[config.mk]
export PLATFORM = sky130hd
export DESIGN_NAME = host_tx_delay_check
export DESIGN_NICKNAME = d
export VERILOG_FILES = /design/src/rtl/host_tx_delay_check.sv
export SDC_FILE = /design/constraint.sdc
export NUM_CORES = 1
export LEC_CHECK = 0
export CAP_MARGIN = 5
export CELL_PAD_IN_SITES_DETAIL_PLACEMENT = 0
export CELL_PAD_IN_SITES_GLOBAL_PLACEMENT = 1
export CORE_MARGIN = 2
export CORE_UTILIZATION = 44
export CTS_CLUSTER_SIZE = 30
export DETAILED_ROUTE_END_ITERATION = 10
export GPL_ROUTABILITY_DRIVEN = 0
export PLACE_DENSITY = 0.94
export RECOVER_POWER = 50
export SETUP_SLACK_MARGIN = 0.3
export SYNTH_ARGS = -nofsm -noshare
export SYNTH_HDL_FRONTEND = slang
export SYNTH_SLANG_ARGS = --single-unit
[constraint.sdc]
create_clock -name i_clk -period 16.3 [get_ports i_clk]
set_input_delay 3.26 -clock i_clk [delete_from_list [all_inputs] [get_ports i_clk]]
set_output_delay 3.26 -clock i_clk [all_outputs]
set_load 0.005 [all_outputs]
[src/rtl/host_tx_delay_check.sv]
// Transmit-side residence-delay check for descriptors stamped by the wrapping host timer.
// One descriptor in flight at a time: capture, compute delay and verdict, hand off downstream.
module host_tx_delay_check #(
   parameter logic [18:0] TIMER_MAX = 19'd499999,
   parameter logic [18:0] MAX_DELAY = 19'd250000,
   parameter int          DESC_W    = 16,
   parameter int          CNT_W     = 16
) (
   input  logic              i_clk,
   input  logic              i_rst_n,
   input  logic [18:0]       iv_timer,
   input  logic [DESC_W-1:0] iv_desc,
   input  logic [18:0]       iv_rx_timestamp,
   input  logic              i_desc_wr,
   output logic              o_desc_ready,
   output logic [DESC_W-1:0] ov_desc,
   output logic [18:0]       ov_delay,
   output logic              o_discard,
   output logic              o_desc_wr,
   input  logic              i_desc_ready,
   output logic [CNT_W-1:0]  ov_forward_cnt,
   output logic [CNT_W-1:0]  ov_discard_cnt
);

   typedef enum logic [1:0] {
      IDLE = 2'd0,
      CALC = 2'd1,
      OUT  = 2'd2
   } state_t;

   state_t            state;
   state_t            state_next;
   logic              accept;
   logic              xfer;
   logic [DESC_W-1:0] desc_p0;
   logic [18:0]       ts_p0;
   logic [18:0]       now_p0;
   logic [18:0]       delay_calc;
   logic              discard_calc;

   // Delay modulo the timer period; an out-of-range stamp yields all ones.
   function automatic logic [18:0] residence_delay(input logic [18:0] ts, input logic [18:0] now);
      logic [19:0] wrapped;
      wrapped = {1'b0, now} + {1'b0, TIMER_MAX} + 20'd1 - {1'b0, ts};
      if (ts > TIMER_MAX)
         return '1;
      else if (now >= ts)
         return now - ts;
      else
         return wrapped[18:0];
   endfunction

   function automatic logic [CNT_W-1:0] sat_inc(input logic [CNT_W-1:0] c);
      return (&c) ? c : c + {{(CNT_W-1){1'b0}}, 1'b1};
   endfunction

   assign accept       = (state == IDLE) && i_desc_wr;
   assign xfer         = (state == OUT) && i_desc_ready;
   assign delay_calc   = residence_delay(ts_p0, now_p0);
   assign discard_calc = (ts_p0 > TIMER_MAX) || (delay_calc > MAX_DELAY);

   always_comb begin
      state_next   = state;
      o_desc_ready = 1'b0;
      o_desc_wr    = 1'b0;
      case (state)
         IDLE: begin
            o_desc_ready = i_rst_n;
            if (i_desc_wr)
               state_next = CALC;
         end
         CALC: state_next = OUT;
         OUT: begin
            o_desc_wr = 1'b1;
            if (i_desc_ready)
               state_next = IDLE;
         end
         default: state_next = IDLE;
      endcase
   end

   // Stage 0: capture descriptor, stamp and the timer sample of the accept cycle
   always_ff @(posedge i_clk) begin
      if (accept) begin
         desc_p0 <= iv_desc;
         ts_p0   <= iv_rx_timestamp;
         now_p0  <= iv_timer;
      end
   end

   // Stage 1: registered result, held through backpressure; counters bump on transfer
   always_ff @(posedge i_clk) begin
      if (!i_rst_n) begin
         state          <= IDLE;
         ov_desc        <= '0;
         ov_delay       <= '0;
         o_discard      <= 1'b0;
         ov_forward_cnt <= '0;
         ov_discard_cnt <= '0;
      end else begin
         state <= state_next;
         if (state == CALC) begin
            ov_desc   <= desc_p0;
            ov_delay  <= delay_calc;
            o_discard <= discard_calc;
         end
         if (xfer) begin
            if (o_discard)
               ov_discard_cnt <= sat_inc(ov_discard_cnt);
            else
               ov_forward_cnt <= sat_inc(ov_forward_cnt);
         end
      end
   end

endmodule

* Yosys cells after proc, flatten, opt, wreduce, memory -nomap -nowiden
Index checks and enable logic that the tools add are counted.
** Word-level totals
- Memories kept :: 0
- Flip-flop bits (word level) :: 124
- Bits in latches :: 0
- RAM bits :: 0
- ROM bits :: 0
- Input port bits :: 58
- Output and inout port bits :: 70
- Logic and storage cells :: 41
** Cells by class
- $add $sub $neg :: 6
- Shift operators :: 0
- Divide/modulo/power cells :: 0
- Multipliers :: 0
- Reductions and logical operators :: 9
- $lt $le $gt $ge :: 3
- Bitwise operators :: 3
- Equality and inequality tests :: 4
- Muxes and demuxes :: 7
** Operators by type and width (count)
- 19-bit two-way mux :: 2
- 19-bit subtractor :: 2
- 16-bit by 1-bit adder with 16-bit output, second input constant :: 2
- 16-bit AND reduction :: 2
- 19-bit by 1-bit adder with 19-bit output, second input constant :: 1
- 19-bit adder, second input constant :: 1
- 19-bit greater-or-equal comparator :: 1
- 19-bit by 18-bit > comparator with 1-bit output, second input constant :: 1
- 19-bit > comparator, second input constant :: 1
- 2-bit one-hot mux with 3 select lines :: 1
- 3-bit AND reduction :: 2
- 2-bit two-way mux :: 2
- 2-bit inequality test, second input constant :: 2
- 1-bit NOT :: 3
- 2-bit by 1-bit == test with 1-bit output, second input constant :: 1
- 2-bit == test, second input constant :: 1
- 1-bit logical AND :: 2
- 2-bit zero test :: 1
- 1-bit two-way mux :: 2
- 2-bit AND reduction :: 1
- 1-bit logical OR :: 1

* Longest topological paths before layout
- Depth in word-level cells :: 7
- Gate-level depth with buffers :: 15
- Gate-level depth less buffers :: 15

* Worst setup path after synthesis
No wires, ideal clock.
- Kind :: input to register
- From :: input i_desc_wr
- To :: register desc_p0[0], enable pin
- Path slack :: 8.538 ns
- Stages on the path :: 1
- Library setup time :: 0.545 ns
- Buffers on the path :: 0
- Arrival :: 7.217 ns
- Data required time :: 15.755 ns
- Cells stage by stage :: nor3b_1
** On the way
- Word-level cells in the longest chain between the ends :: 1
** Ends and longest elaborated chain
- from (decl) :: line 14 : input logic i_desc_wr,
- 1-bit logical AND :: line 57 : assign accept = (state == IDLE) && i_desc_wr;
- to (signal assigned) :: line 85 : desc_p0 <= iv_desc;
- to (decl) :: line 35 : logic [DESC_W-1:0] desc_p0;
No other way between the ends.
A chain may end at the register's enable or synchronous reset.

* Worst setup path in the final report
- From :: input i_rst_n
- To :: output o_desc_ready
** On the way
- Word-level cells in the longest chain between the ends :: 1
** Ends and longest elaborated chain
- from (decl) :: line 10 : input logic i_rst_n,
- 1-bit two-way mux :: line 66 : case (state)
- to (decl) :: line 15 : output logic o_desc_ready,
No other way between the ends.

==> impl_results.md <==
- Status: complete, but fails checks
- Failing checks: max-capacitance violations, max-slew violations
- Synth Area in Compound Gates: 15.7%
- Clk slew on worst S/H paths: 0.05 ns
- Clock latency on the worst-skew pair: 0.42 ns
- Setup violations, final: 0
- Largest net degree at the start of global routing: 62
- Switch Pwr: 0.000268 W
- Clk pwr share: 41.2%
- Crit Path Class: input pin to output pin
- Root Buffer: clkbuf_16
- WL per Instance: 15.5 um
- Count of different cell masters after synthesis: 81
- Max Freq: 122 MHz
- Postcts setup bufs: 0
- CTS tree: done
- Core area: 15300 um2
- Yosys warnings: 0
- Die Area: 16800 um2
- Largest family of logic cells by synthesized area: simple AND/OR/NAND/NOR gates
- Post-DP HPWL: 12.3 mm
- Max-slew headroom: -105%
- Gr usage total: 20.5%
- P per Cell Area: 105 nW/um2
- Syn Std Cell Area: 6940 um2
- Tmin final: 8.17 ns
- Avg Synthesized Cell Area: 9.63 um2
- Initial core utilization: 45.3%
- Top Ports: 128
- Sw Ratio: 28.3%
- Ys async rst share: 0%
- Clk buf depth: 2
- Crit-path max FO: 11
- EDFF count, synth: 54
- Post_cts resized: 0
- # rows: 45
- First-pass GRT wire length: 26.7 mm
- Crit share post-route: 50.1%
- Flops & latches, synth: 124
- Internal power consumption: 0.000679 W
- Proportion of layout cells with a drive suffix above 1: 6.62%
- Leak Pwr: 3.51 nW
- RSZ-0062 raised after global routing: false
- Max VDD drop: 0.0000808 V
- CP required: 13.04 ns
- DRT antenna net count: 0
- Critical Path Sink Type: output pin
- Number of clock sinks: 124
- Port bufs: 127
- Max-cap viol count: 2
- Final wirelength: 16.6 mm
- Post-CTS Hold Buffers: 0
- Layout area overhead: 29.7%
- Worst hold path type: flip-flop to flip-flop
- Die Y: 130 um
- Hold Worst Slack: 0.452 ns
- Worst Path Arrival: 4.91 ns
- Sequential share of power: 37.3%
- Die Width: 130 um
- Number of global-route vias before repair: 5341
- # nets final: 963
- Total gr overflow: 0
- H-tree levels: 4
- Syn_nets: 836
- Detailed Routing Iterations Pass 1: 5
- Tot Pwr: 0.000947 W
- Initial drt markers: 325
- Mapped Cells: 721
- Fin cells: 1072
- Placed insts: 1040
- Register area share after synthesis: 43.5%
- Vias per inst: 5.24
- Synth Flop Type: dfxtp_1
- N_diodes: 0
- Synth Area in XOR/XNOR: 6.18%
- Mux cell area share after synthesis: 1.01%
- Antenna violations before repair: 0
- Fin. max-slew vios: 118
- Combinational share of power: 21.5%
- Synth Area in Adders: 11.7%
- Via count: 5618
- Post-synthesis simple-gate area fraction: 16.6%
- Hold Vio Cnt, Final: 0
- Startpoint types: input pin
- Clk_skew: 0.00935 ns
- Worst Tran Pin Value: 3.07 ns
- # DRC: 0
- Setup TNS: 0 ns
- Cts bufs inserted: 17
==> cell usage in the layout, fill, tap and decap left out, drive strengths merged, types with 8 or more instances in the layout <==
cell type | Yosys | final
a31oi | 10 | 10
xor2 | 22 | 22
ha | 44 | 44
nand4 | 9 | 9
o21ai | 30 | 30
dlygate4sd3 | 0 | 56
dfxtp | 70 | 70
edfxtp | 54 | 54
nand2 | 72 | 72
nand3 | 19 | 19
fa | 13 | 13
nor2 | 65 | 65
xnor2 | 27 | 27
and3 | 9 | 9
a21o | 8 | 8
a211oi | 17 | 17
clkdlybuf4s50 | 0 | 71
nor3 | 16 | 16
inv | 67 | 69
or3 | 11 | 11
a21oi | 51 | 51
clkbuf | 15 | 22
nor2b | 8 | 8
==> sequential cells by signal, indices dropped and copies added, names as in the netlist <==
| register | flops |
|---|---|
| now_p0 | 19 |
| ov_delay | 19 |
| ts_p0 | 19 |
| desc_p0 | 16 |
| ov_desc | 16 |
| ov_discard_cnt | 16 |
| ov_forward_cnt | 16 |
| state | 2 |
| o_discard | 1 |
==> Yosys cell counts (all sizes together), types with 4 or more instances <==
library cell / instances / share of area [%]
nand2: 72 / 3.9
dfxtp: 70 / 20
inv: 67 / 3.6
nor2: 65 / 3.6
edfxtp: 54 / 23
a21oi: 51 / 3.7
ha: 44 / 7.9
o21ai: 30 / 2.2
xnor2: 27 / 3.4
xor2: 22 / 2.8
nand3: 19 / 1.4
a211oi: 17 / 1.9
nor3: 16 / 1.2
clkbuf: 15 / 0.81
fa: 13 / 3.7
or3: 11 / 1.0
a31oi: 10 / 0.90
and3: 9 / 0.81
nand4: 9 / 0.90
a21o: 8 / 0.87
nor2b: 8 / 0.72
buf: 7 / 0.85
mux2i: 7 / 1.0
o31ai: 6 / 0.72
nand2b: 5 / 0.49
and2: 4 / 0.40
and4: 4 / 0.58
o21a: 4 / 0.45
==> through the flow <==
step	setup WS [ns]	instance area [um2]	util, %
5_1_grt	8.03	9010	58.8
4_1_cts	8.32	9020	58.9
3_5_place_dp	8.32	8400	54.8
2_1_floorplan	8.54	6940	-
6_report	8.13	9010	58.8
3_3_place_gp	8.36	8400	54.8
==> cell families after synthesis <==
family          Yosys count
simple gates            235
compound gates          160
flops                   124
buf+inv                  89
fa+ha+maj                57
xor+xnor                 49
mux                       7
==> area by class of cell <==
cell class | instances | area (um2)
multi-input combinational | 508 | 3560
sequential | 124 | 3020
timing repair buffer | 130 | 1290
fill | 1370 | 6310
clock buffer | 20 | 489
inverter | 67 | 251
tap | 211 | 264
clock inverter | 12 | 131
==> final timing paths <==
| check | from | end | slack [ns] | cells past startpoint |
|---|---|---|---|---|
| hold / removal | ov_delay[10] | ov_delay[10] | 0.45 | 2 |
| hold reg to reg | ov_delay[10] | ov_delay[10] | 0.45 | 2 |
| setup reg to reg | now_p0[1] | o_discard | 12.37 | 11 |
| setup / recovery | i_rst_n | o_desc_ready | 8.13 | 4 |
==> critical path, stage by stage <==
cell,delay [ns]
dlygate4sd3_1,0.81
clkinv_1,0.15
nor3_1,0.16
clkdlybuf4s50_1,0.53
==> power groups by stage <==
| stage | logic, W | clock network, W | registers, W |
|---|---|---|---|
| 2_1_floorplan | 0.000141 | 0 | 0.000358 |
| 3_3_place_gp | 0.000202 | 0 | 0.000359 |
| 3_5_place_dp | 0.000204 | 0 | 0.000359 |
| 4_1_cts | 0.000206 | 0.000397 | 0.000353 |
| 5_1_grt | 0.000224 | 0.000411 | 0.000356 |
| 6_report | 0.000204 | 0.000390 | 0.000353 |
==> routing by layer <==
layer  up-vias  track usage (%)  part of all wire [%]
met1      2634             26.4                    45
li1       2807                -                     -
met5         -                0                     0
met3        23             6.36                   6.2
met4         0             7.08                   1.7
met2       154             32.8                    47
No activity file was read; power rests on OpenSTA's default activity.
